<file path="src/rtl/fetch_unit_pkg.sv">
// Shared types and helpers for the instruction-fetch stage.
package fetch_pkg;

  typedef enum logic [1:0] {IDLE, RUN, HALT} fetch_state_t;

  // Sliced down to INST_WIDTH by the fetch unit (INST_WIDTH <= 64).
  localparam logic [63:0] DEFAULT_HALT_WORD = '1;

  // Sequential PC with wrap to 0 after the last ROM word.
  function automatic logic [31:0] next_pc(input logic [31:0] pc, input logic [31:0] max);
    return (pc == max - 32'd1) ? 32'd0 : pc + 32'd1;
  endfunction

endpackage

</file>
<file path="src/rtl/fetch_unit_if.sv">
// Fetch-stage bus: ROM port, IF/ID handshake, redirect and status.
interface fetch_unit_if #(
  parameter int INST_WIDTH = 32,
  parameter int AW         = 7
);
  logic                  run;
  logic [AW-1:0]         rom_address;
  logic [INST_WIDTH-1:0] rom_instruction;
  logic                  if_valid;
  logic                  id_ready;
  logic [INST_WIDTH-1:0] if_instruction;
  logic [AW-1:0]         if_pc;
  logic                  redirect;
  logic [AW-1:0]         redirect_pc;
  logic                  halted;
  logic                  fault;
  logic [31:0]           fetch_count;

  modport master (
    input  run, rom_instruction, id_ready, redirect, redirect_pc,
    output rom_address, if_valid, if_instruction, if_pc, halted, fault, fetch_count
  );

  modport slave (
    output run, rom_instruction, id_ready, redirect, redirect_pc,
    input  rom_address, if_valid, if_instruction, if_pc, halted, fault, fetch_count
  );
endinterface

</file>
<file path="src/rtl/fetch_unit_pc_counter.sv">
// Program counter: sequential advance with wrap, redirect load, range check on redirect target.
module pc_counter import fetch_pkg::*; #(
  parameter int MAX_NUM_INST = 128,
  parameter int RESET_PC     = 0,
  parameter int AW           = 7
) (
  input  logic          clk,
  input  logic          rst_n,
  input  logic          inc_i,
  input  logic          load_i,
  input  logic [AW-1:0] load_pc_i,
  output logic [AW-1:0] pc_o,
  output logic          range_err_o
);
  logic [AW-1:0] pc_q, pc_d;

  assign range_err_o = 32'(load_pc_i) >= 32'(MAX_NUM_INST);
  assign pc_o        = pc_q;

  // Out-of-range targets are never loaded, so the ROM index stays legal.
  always_comb begin
    pc_d = pc_q;
    if (load_i && !range_err_o) pc_d = load_pc_i;
    else if (inc_i)             pc_d = AW'(next_pc(32'(pc_q), 32'(MAX_NUM_INST)));
  end

  always_ff @(posedge clk or negedge rst_n) begin
    if (!rst_n) pc_q <= AW'(RESET_PC);
    else        pc_q <= pc_d;
  end
endmodule

</file>
<file path="src/rtl/fetch_unit.sv">
// Instruction-fetch stage: PC drives a combinational ROM, word captured into IF/ID
// under valid/ready, with redirect/flush and HALT-word stop.
module fetch_unit import fetch_pkg::*; #(
  parameter int INST_WIDTH   = 32,
  parameter int MAX_NUM_INST = 128,
  parameter int RESET_PC     = 0,
  parameter logic [INST_WIDTH-1:0] HALT_WORD = DEFAULT_HALT_WORD[INST_WIDTH-1:0]
) (
  input  logic         clk,
  input  logic         rst_n,
  fetch_unit_if.master bus
);
  localparam int AW = (MAX_NUM_INST > 1) ? $clog2(MAX_NUM_INST) : 1;

  fetch_state_t          state_q, state_d;
  logic                  if_valid_q, if_valid_d;
  logic [INST_WIDTH-1:0] if_instr_q, if_instr_d;
  logic [AW-1:0]         if_pc_q, if_pc_d;
  logic                  fault_q, fault_d;
  logic [31:0]           count_q, count_d;
  logic [AW-1:0]         pc;
  logic                  pc_inc, pc_load, range_err, load, accept;

  pc_counter #(.MAX_NUM_INST(MAX_NUM_INST), .RESET_PC(RESET_PC), .AW(AW)) u_pc (
    .clk        (clk),
    .rst_n      (rst_n),
    .inc_i      (pc_inc),
    .load_i     (pc_load),
    .load_pc_i  (bus.redirect_pc),
    .pc_o       (pc),
    .range_err_o(range_err)
  );

  assign load   = !if_valid_q || bus.id_ready;
  assign accept = if_valid_q && bus.id_ready && !bus.redirect;

  always_comb begin
    state_d    = state_q;
    fault_d    = fault_q;
    pc_inc     = 1'b0;
    pc_load    = 1'b0;
    if_valid_d = if_valid_q;
    if_instr_d = if_instr_q;
    if_pc_d    = if_pc_q;
    count_d    = (accept && count_q != '1) ? count_q + 32'd1 : count_q;

    // Draining: an accepted word leaves IF/ID unless replaced below.
    if (bus.id_ready) if_valid_d = 1'b0;

    unique case (state_q)
      IDLE: if (bus.run) state_d = RUN;
      RUN: begin
        if (bus.redirect) begin
          if_valid_d = 1'b0;
          if (range_err) begin
            fault_d = 1'b1;
            state_d = HALT;
          end else begin
            pc_load = 1'b1;
          end
        end else if (load) begin
          if_valid_d = 1'b1;
          if_instr_d = bus.rom_instruction;
          if_pc_d    = pc;
          if (bus.rom_instruction == HALT_WORD) state_d = HALT;
          else                                  pc_inc  = 1'b1;
        end
      end
      HALT: begin
        // Redirect here flushes only; fetching never restarts without reset.
        if (bus.redirect) begin
          if_valid_d = 1'b0;
          if (range_err) fault_d = 1'b1;
        end
      end
      default: state_d = IDLE;
    endcase
  end

  always_ff @(posedge clk or negedge rst_n) begin
    if (!rst_n) begin
      state_q    <= IDLE;
      if_valid_q <= 1'b0;
      if_instr_q <= '0;
      if_pc_q    <= '0;
      fault_q    <= 1'b0;
      count_q    <= '0;
    end else begin
      state_q    <= state_d;
      if_valid_q <= if_valid_d;
      if_instr_q <= if_instr_d;
      if_pc_q    <= if_pc_d;
      fault_q    <= fault_d;
      count_q    <= count_d;
    end
  end

  assign bus.rom_address    = pc;
  assign bus.if_valid       = if_valid_q;
  assign bus.if_instruction = if_instr_q;
  assign bus.if_pc          = if_pc_q;
  assign bus.halted         = (state_q == HALT);
  assign bus.fault          = fault_q;
  assign bus.fetch_count    = count_q;
endmodule
</file>
<file path="src/flat_wrapper.sv">
// flat-port wrapper written by rule: the top's interface ports become plain ports
module fetch_unit_flat import fetch_pkg::*;
#(
  parameter int INST_WIDTH   = 32,
  parameter int MAX_NUM_INST = 128,
  parameter int RESET_PC     = 0,
  parameter logic [INST_WIDTH-1:0] HALT_WORD = DEFAULT_HALT_WORD[INST_WIDTH-1:0]
)
  (clk, rst_n, bus_run, bus_rom_instruction, bus_id_ready, bus_redirect, bus_redirect_pc, bus_rom_address, bus_if_valid, bus_if_instruction, bus_if_pc, bus_halted, bus_fault, bus_fetch_count);
  fetch_unit_if #(.INST_WIDTH(INST_WIDTH)) bus_i ();
  input  logic clk;
  input  logic rst_n;
  input wire logic [$bits(bus_i.run)-1:0] bus_run;
  input wire logic [$bits(bus_i.rom_instruction)-1:0] bus_rom_instruction;
  input wire logic [$bits(bus_i.id_ready)-1:0] bus_id_ready;
  input wire logic [$bits(bus_i.redirect)-1:0] bus_redirect;
  input wire logic [$bits(bus_i.redirect_pc)-1:0] bus_redirect_pc;
  output wire logic [$bits(bus_i.rom_address)-1:0] bus_rom_address;
  output wire logic [$bits(bus_i.if_valid)-1:0] bus_if_valid;
  output wire logic [$bits(bus_i.if_instruction)-1:0] bus_if_instruction;
  output wire logic [$bits(bus_i.if_pc)-1:0] bus_if_pc;
  output wire logic [$bits(bus_i.halted)-1:0] bus_halted;
  output wire logic [$bits(bus_i.fault)-1:0] bus_fault;
  output wire logic [$bits(bus_i.fetch_count)-1:0] bus_fetch_count;
  assign bus_i.run = bus_run;
  assign bus_i.rom_instruction = bus_rom_instruction;
  assign bus_i.id_ready = bus_id_ready;
  assign bus_i.redirect = bus_redirect;
  assign bus_i.redirect_pc = bus_redirect_pc;
  assign bus_rom_address = bus_i.rom_address;
  assign bus_if_valid = bus_i.if_valid;
  assign bus_if_instruction = bus_i.if_instruction;
  assign bus_if_pc = bus_i.if_pc;
  assign bus_halted = bus_i.halted;
  assign bus_fault = bus_i.fault;
  assign bus_fetch_count = bus_i.fetch_count;
  fetch_unit #(.INST_WIDTH(INST_WIDTH), .MAX_NUM_INST(MAX_NUM_INST), .RESET_PC(RESET_PC), .HALT_WORD(HALT_WORD)) u_core (.clk(clk), .rst_n(rst_n), .bus(bus_i));
endmodule
</file>
<file path="config.mk">
export PLATFORM = sky130hd
export DESIGN_NAME = fetch_unit_flat
export DESIGN_NICKNAME = d
export VERILOG_FILES = /design/src/rtl/fetch_unit_pkg.sv /design/src/rtl/fetch_unit_if.sv /design/src/rtl/fetch_unit_pc_counter.sv /design/src/rtl/fetch_unit.sv /design/src/flat_wrapper.sv
export SDC_FILE = /design/constraint.sdc
export NUM_CORES = 1
export LEC_CHECK = 0
export ABC_CLOCK_PERIOD_IN_PS = 2000
export CAP_MARGIN = 20
export CORE_AREA = 2 2 132 83
export CTS_BUF_LIST = sky130_fd_sc_hd__clkbuf_2 sky130_fd_sc_hd__clkbuf_4 sky130_fd_sc_hd__clkbuf_8
export DETAILED_ROUTE_END_ITERATION = 10
export DIE_AREA = 0 0 134 85
export PLACE_DENSITY_LB_ADDON = 0.25
export SYNTH_ARGS = -nofsm -noshare
export SYNTH_HDL_FRONTEND = slang
export SYNTH_SLANG_ARGS = --single-unit
export TNS_END_PERCENT = 5
</file>
<file path="constraint.sdc">
create_clock -name clk -period 2 [get_ports clk]
set_clock_uncertainty 0.15 [all_clocks]
set_input_delay 0.2 -clock clk [delete_from_list [all_inputs] [get_ports clk]]
set_output_delay 0.2 -clock clk [all_outputs]
set_load 0.005 [all_outputs]
</file>
==> flow_summary.toml, run 1 <==
[status]
run_status = "complete, no violations"

[logic_synthesis]
synthesis.area_um2 = 3760
synth.net_count = 355
synth-edff-count = 0
synth-seq-cells = 81
synth_largest_area_cell = "dfrtp_1"
synth.top_cells.by_count = "81 x dfrtp_1, 40 x mux2_2, 21 x nand2_1, 20 x nand4_1"
synthesis.yosys.warnings = 0
syn-instance-count = 306
post_synth_num_cell_types = 49
synth.avg_cell_area_um2 = 12.3
synth_seq_area_share_pct = 53.8
yosys.cell_count.top_type = "dfrtp_1"
post_synth_main_area_contributors = "dfrtp_1 54%, mux2_2 12%, xnor2_1 3.7%"
synth_top_flop_cell = "dfrtp_1"
synth_largest_type_area_fraction_pct = 53.8
synth-async-reset-ratio_pct = 100

[grt]
grt_start_max_net_pins = 82
wire_length_of_the_first_global_routing_pass_mm = 16.0
sum_of_overflow_across_all_layers_after_global_routing = 0
grt_antenna_before_repair = 0
groute.usage.overall_pct = 18.0
grt_pass1_vias = 3078

[setup_path]
worst_setup_path_end_kind = "flip-flop"
critPathKind = "flip-flop to flip-flop"
timing.critical_path.arrival_ps = 2080
cp_data_required_time_ps = 2120
crit_fanout = 10
critPathLaunchType = "flip-flop"

[floorplanning]
dieWidth_um = 134
area_inside_the_core_boundary_um2 = 10200
die_span_y_um = 85
num_rows = 29
num_io_pins = 125
start_util_pct = 36.9
design.die.area_um2 = 11400

[drt]
residual_drc = 0
route.vias.total = 3082
routedWlPerCell_um = 16.1
route.final.wire_length_mm = 10.0
postRouteAntennaNets = 0
vias_per_cell = 4.94
initialDrtViolationCount = 142
drt_pass1_iterations = 4

[cts]
postCtsSetupBuffers = 0
ctsHtreeMaxLevel = 3
worstSkewPairLatency_ps = 350
cts_made_buffers = 9
clock_sink_count = 81
clk_root_buffer_cell = "clkbuf_8"
clock_transition_at_the_register_clock_pins_on_the_worst_setup_and_hold_paths_after_cts_ps = 80
cts.path.max_buffers = 2
tritoncts = "done"

[cells_and_area]
postLayoutCellArea_um2 = 5800
final.fill_count = 866
finish.net_count = 529
n_antenna_cell = 0
area_growth_pct = 54.1
postLayoutCoreUtil_pct = 56.9
layout_cell_share_with_drive_strength_beyond_1_pct = 26.6

[sta]
report.final.hold_viol_count = 0
fin_ws_ps = 37.3
setup_repair_after_global_routing_missed_its_margin = "yes"
final.min_clock_period_ps = 1960
maxClockFrequency_ghz = 0.510
layout_worst_path_cycle_share_pct = 98.1
slew_viol_final = 0
timing.final.setup_violations = 0

[pwr]
p_int_mw = 4.45
vdd_ir_drop_max_mv = 0.613
clock_power_share_pct = 20.5
sw_frac_of_total_pct = 29.0
net-switching-power_mw = 1.82
power_per_cell_area_nw_per_um2 = 1080
cellLeakagePower_nw = 2.50
power.sequential.fraction_pct = 39.9
total_power_mw = 6.27
pwr-share-comb_pct = 39.6

[placed_design]
dpl_cell_area_um2 = 5500
dp_hpwl_mm = 7.28
routabilityCongestion = 0.832
io_buffer_count = 123
pre_cts_slack_ps = -230

[flow_run]
maxCapViolCount = 0

[min_path]
hold_path.class = "input port to asynchronous set/reset pin"
-- area by class of cell --
type,count,area (µm²),share of cell area (%)
multi-input combinational,211,1720,29.7
clock buffer,12,165,2.85
inverter,7,26.3,0.453
sequential,81,2030,34.9
timing repair buffer,170,1640,28.2
clock inverter,4,50.0,0.862
tap,139,174,3.00
-- sequential cells by signal, indices dropped and copies added (netlist names) --
signal,flops
u_core.bus.fetch_count,32
u_core.bus.if_instruction,32
u_core.bus.if_pc,7
u_core.u_pc.pc_o,7
u_core.state_q,2
u_core.bus.if_valid,1
-- cell families (layout without fill, tap and decap cells) --
group           after synthesis  count (layout)  share of synthesized area (%)
compound gates               24              24                           4.79
xor+xnor                     31              31                           7.21
mux                          42              42                           12.5
fa+ha+maj                     5               5                           1.66
other cells                   1               1                         0.0996
flops                        81              81                           53.8
simple gates                108             108                           18.1
buf+inv                      14             193                           1.73
-- power by group through the flow --
stage          Sequential, mW  Combinational [mW]  Clock [mW]
6_report                 2.50                2.48        1.29
5_1_grt                  2.58                2.67        1.39
4_1_cts                  2.51                2.46        1.32
3_5_place_dp             2.53                2.44           0
3_3_place_gp             2.50                2.41           0
2_1_floorplan            2.54               0.886           0
-- final timing paths --
check	slack (ps)	to	cells past startpoint	start
setup / recovery	40	u_core.u_pc.pc_o[5]	6	u_core.state_q[1]
hold / removal	230	u_core.bus.if_instruction[23]	3	rst_n
setup reg to reg	40	u_core.u_pc.pc_o[5]	6	u_core.state_q[1]
hold reg to reg	360	u_core.bus.if_instruction[24]	1	u_core.bus.if_instruction[24]
max in group asynchronous	1080	u_core.u_pc.pc_o[4]	3	rst_n
min in group clk	260	u_core.u_pc.pc_o[2]	3	bus_redirect_pc[2]
-- worst max-delay path, stage by stage (launching register included) --
cell	delay, ps
dfrtp_1	410
inv_1	120
ha_1	200
nand3b_1	160
a21oi_4	290
or3b_1	380
a31oi_1	180
-- through the flow --
stage	TNS, ps	instances	hold slack [ps]
after global placement	-1280	606	112
after detailed placement	-2610	606	115
final	0	624	230
after floorplan	0	306	-246
after CTS	0	623	241
after global routing	-321	624	276
-- cells in the final DEF (no fill, tap or decap), types with 4 or more instances in the layout --
cell type	count
clkdlybuf4s50_1	122
dfrtp_1	81
buf_4	43
mux2_2	40
nand2_1	20
nand4_1	20
nor2_1	16
xnor2_1	16
xor2_1	15
clkbuf_8	12
nand3_1	10
inv_1	7
a21oi_1	7
and3_1	5
nor3_2	4
or2_2	4
ha_1	4
-- routing by layer --
| metal | GRT usage (%) | wire, µm |
|---|---|---|
| met5 | 0 | 0 |
| met4 | 5.61 | 92 |
| met3 | 6.39 | 577 |
| met2 | 26.6 | 4430 |
| met1 | 24.9 | 4910 |
-- what timing repair did --
item / in CTS / in global routing
gates resized for setup: 1 / 8
setup endpoints to repair: 1 / 12
gates cloned: 0 / 1
hold endpoints to repair: 81 / 0
hold buffers: 1 / 0
pin swaps: 0 / 2
No activity file was read; power rests on OpenSTA's default activity.
==> run 2, diff against run 1 <==
Settings changed: CAP_MARGIN 20 to not set, CORE_AREA 2 2 132 83 to 2 2 133 83, CTS_CLUSTER_DIAMETER set to 30, DIE_AREA 0 0 134 85 to 0 0 135 85, SYNTH_HIERARCHICAL set to 1.
==> run 2 against run 1 <==
Compared with the run above: via count rose by 6.5%; the flow now finishes with violations (setup timing); critical path type unchanged; flip-flop and latch count rose by 1; sequential power rose by 2%; first-iteration DRC count fell by 35%; register-to-register slack got worse by 340 ps; setup slack got worse by 340 ps; power rose by 2.6%.
==> flow_summary.toml, run 2 <==
[cells_and_area]
area_growth_pct = 62.4
n_antenna_cell = 0
final_cell_count_no_fill = 667
postLayoutCoreUtil_pct = 59.9
postLayoutCellArea_um2 = 6170
final_common_cell = "clkdlybuf4s50_1"
layout.cells.most_common_list = "119 x clkdlybuf4s50_1, 82 x dfrtp_1, 66 x buf_4"
finish.net_count = 572
layout_cell_share_with_drive_strength_beyond_1_pct = 31.1

[placed_design]
dpl_cell_area_um2 = 5710
io_buffer_count = 124
dp_hpwl_mm = 7.71
place.detailed.instances = 645
routabilityCongestion = 0.879

[logic_synthesis]
synth-edff-count = 0
synth.top_cells.by_count = "82 x dfrtp_1, 41 x mux2_2, 22 x nand4_1, 17 x nand2_1, 17 x xor2_1"
synth.avg_cell_area_um2 = 11.8
synthesis.area_um2 = 3800
synth_top_flop_cell = "dfrtp_1"
synth-async-reset-ratio_pct = 100
synth_largest_area_cell = "dfrtp_1"
synth-xor-area-share_pct = 7.38
synth_seq_area_share_pct = 54.0
yosys.cell_count.top_type = "dfrtp_1"
synthesis.yosys.warnings = 6
synth_largest_type_area_fraction_pct = 54.0
yosys.area_share.simple_pct = 18.3
dominant_combinational_cell_family_by_area_after_synthesis = "simple AND/OR/NAND/NOR gates"
synth_fa_ha_area_share_pct = 1.65
post_synth_main_area_contributors = "dfrtp_1 54%, mux2_2 12%, xor2_1 3.9%"
synth-seq-cells = 82
syn-instance-count = 321
post_synth_mux_area_share_pct = 12.5
post_synth_num_cell_types = 48
synth.net_count = 370
share_of_the_synthesized_area_in_compound_gates_ao_oa_aoi_oai_pct = 3.89

[sta]
report.final.hold_viol_count = 0
fin_ws_ps = -298
maxSlewHeadroom_pct = 58.1
timing.final.setup_violations = 33
fin_tns_setup_ps = -5010
maxClockFrequency_ghz = 0.435
final.min_clock_period_ps = 2300
layout_worst_path_cycle_share_pct = 115
tightestPinTransition_ps = 628
slew_viol_final = 0
setup_repair_after_global_routing_missed_its_margin = "yes"

[grt]
grt_antenna_before_repair = 0
wire_length_of_the_first_global_routing_pass_mm = 16.6
groute.usage.overall_pct = 18.6
sum_of_overflow_across_all_layers_after_global_routing = 0
grt_start_max_net_pins = 47
grt_pass1_vias = 3214

[cts]
tritoncts = "done"
worstSkewPairLatency_ps = 360
ctsHtreeMaxLevel = 3
clk_root_buffer_cell = "clkbuf_8"
cts.path.max_buffers = 2
cts_made_buffers = 9
clock_sink_count = 82
clock_transition_at_the_register_clock_pins_on_the_worst_setup_and_hold_paths_after_cts_ps = 90

[drt]
route.vias.total = 3281
residual_drc = 0
drt_pass1_iterations = 4
vias_per_cell = 4.92
initialDrtViolationCount = 93
postRouteAntennaNets = 0
routedWlPerCell_um = 15.6
route.final.wire_length_mm = 10.4

[flow_run]
maxCapViolCount = 0

[setup_path]
worst_path_max_delay_cell = "or4_4"
crit_fanout = 5
cp_data_required_time_ps = 2140
critical_path.cell_chain = "ha_2 -> nand4_1 -> or4_4 -> buf_6 -> or4_4 -> nor2_2 -> xor2_1"
timing.critical_path.arrival_ps = 2430
critPathMostFrequentCell = "or4_4"
cp_slowest_stage_delay_ps = 490
worst_setup_path_end_kind = "flip-flop"
critPathLaunchType = "flip-flop"
critPathKind = "flip-flop to flip-flop"

[pwr]
cellLeakagePower_nw = 2.74
power_per_cell_area_nw_per_um2 = 1040
vdd_ir_drop_max_mv = 0.651
total_power_mw = 6.44

[floorplanning]
start_util_pct = 36.9
design.die.area_um2 = 11500
num_io_pins = 125
num_rows = 29
dieWidth_um = 135
die_span_y_um = 85
area_inside_the_core_boundary_um2 = 10300

[min_path]
hold_path.class = "input port to asynchronous set/reset pin"

[status]
violated_checks = "setup timing"
run_status = "finished with violations"
## run 2: through the flow
step	hold slack, ps	setup WS, ps
2_1_floorplan	-246	-376
5_1_grt	270	-379
3_3_place_gp	102	-484
4_1_cts	249	-254
3_5_place_dp	109	-449
6_report	251	-298
## run 2: worst paths after layout
| kind | start | end | slack, ps | depth (start not counted) |
|---|---|---|---|---|
| worst max-delay path | u_core/bus.fetch_count[1] | u_core/bus.fetch_count[28] | -300 | 7 |
| worst min register to register | u_core/bus.fault | u_core/bus.fault | 350 | 1 |
| min in group clk | bus_redirect_pc[2] | u_core/u_pc/pc_o[2] | 260 | 3 |
| max in group asynchronous | rst_n | u_core/bus.fetch_count[18] | 770 | 3 |
| worst max register to register | u_core/bus.fetch_count[1] | u_core/bus.fetch_count[28] | -300 | 7 |
| worst min-delay path | rst_n | u_core/bus.if_instruction[26] | 250 | 2 |
## run 2: where the power goes
| part | total, mW | switching (mW) | internal [mW] |
|---|---|---|---|
| Combinational | 2.52 | 0.846 | 1.67 |
| Sequential | 2.56 | 0.376 | 2.18 |
| Clock | 1.36 | 0.593 | 0.769 |
## run 2: cells by family after synthesis
logic type / count (synthesis)
XOR/XNOR: 32
adder cells (fa/ha/maj): 5
buffers and inverters: 19
AO/OA/AOI/OAI: 23
multiplexers: 42
flip-flops: 82
other: 1
AND/OR/NAND/NOR: 117
## run 2: area by class of cell
type                       instances  area [µm²]
fill                             856        4140
sequential                        82        2050
timing repair buffer             202        1890
multi-input combinational        220        1800
tap                              139         174
clock buffer                      12         153
clock inverter                     4        73.8
inverter                           8        30.0
## run 2: critical path: cells and delay by family, from the launching register on
family        cells  cell delay [ps]
xor+xnor          1              150
fa+ha+maj         1              200
buf+inv           1              150
flops             1              380
simple gates      4             1200
## run 2: metal layers
| metal | global-route usage, % | share of wire (%) | routed length (µm) |
|---|---|---|---|
| met1 | 26.7 | 48 | 5030 |
| met2 | 27.4 | 44 | 4560 |
| met3 | 4.90 | 6.1 | 630 |
| met4 | 6.34 | 1.7 | 176 |
| met5 | 0 | 0 | 0 |
## run 2: repair_timing
action,CTS,global route
buffers inserted,1,0
hold endpoints to repair,43,4
hold buffers,1,4
setup endpoints to repair,36,77
pin swaps,5,11
gates resized for setup,19,20
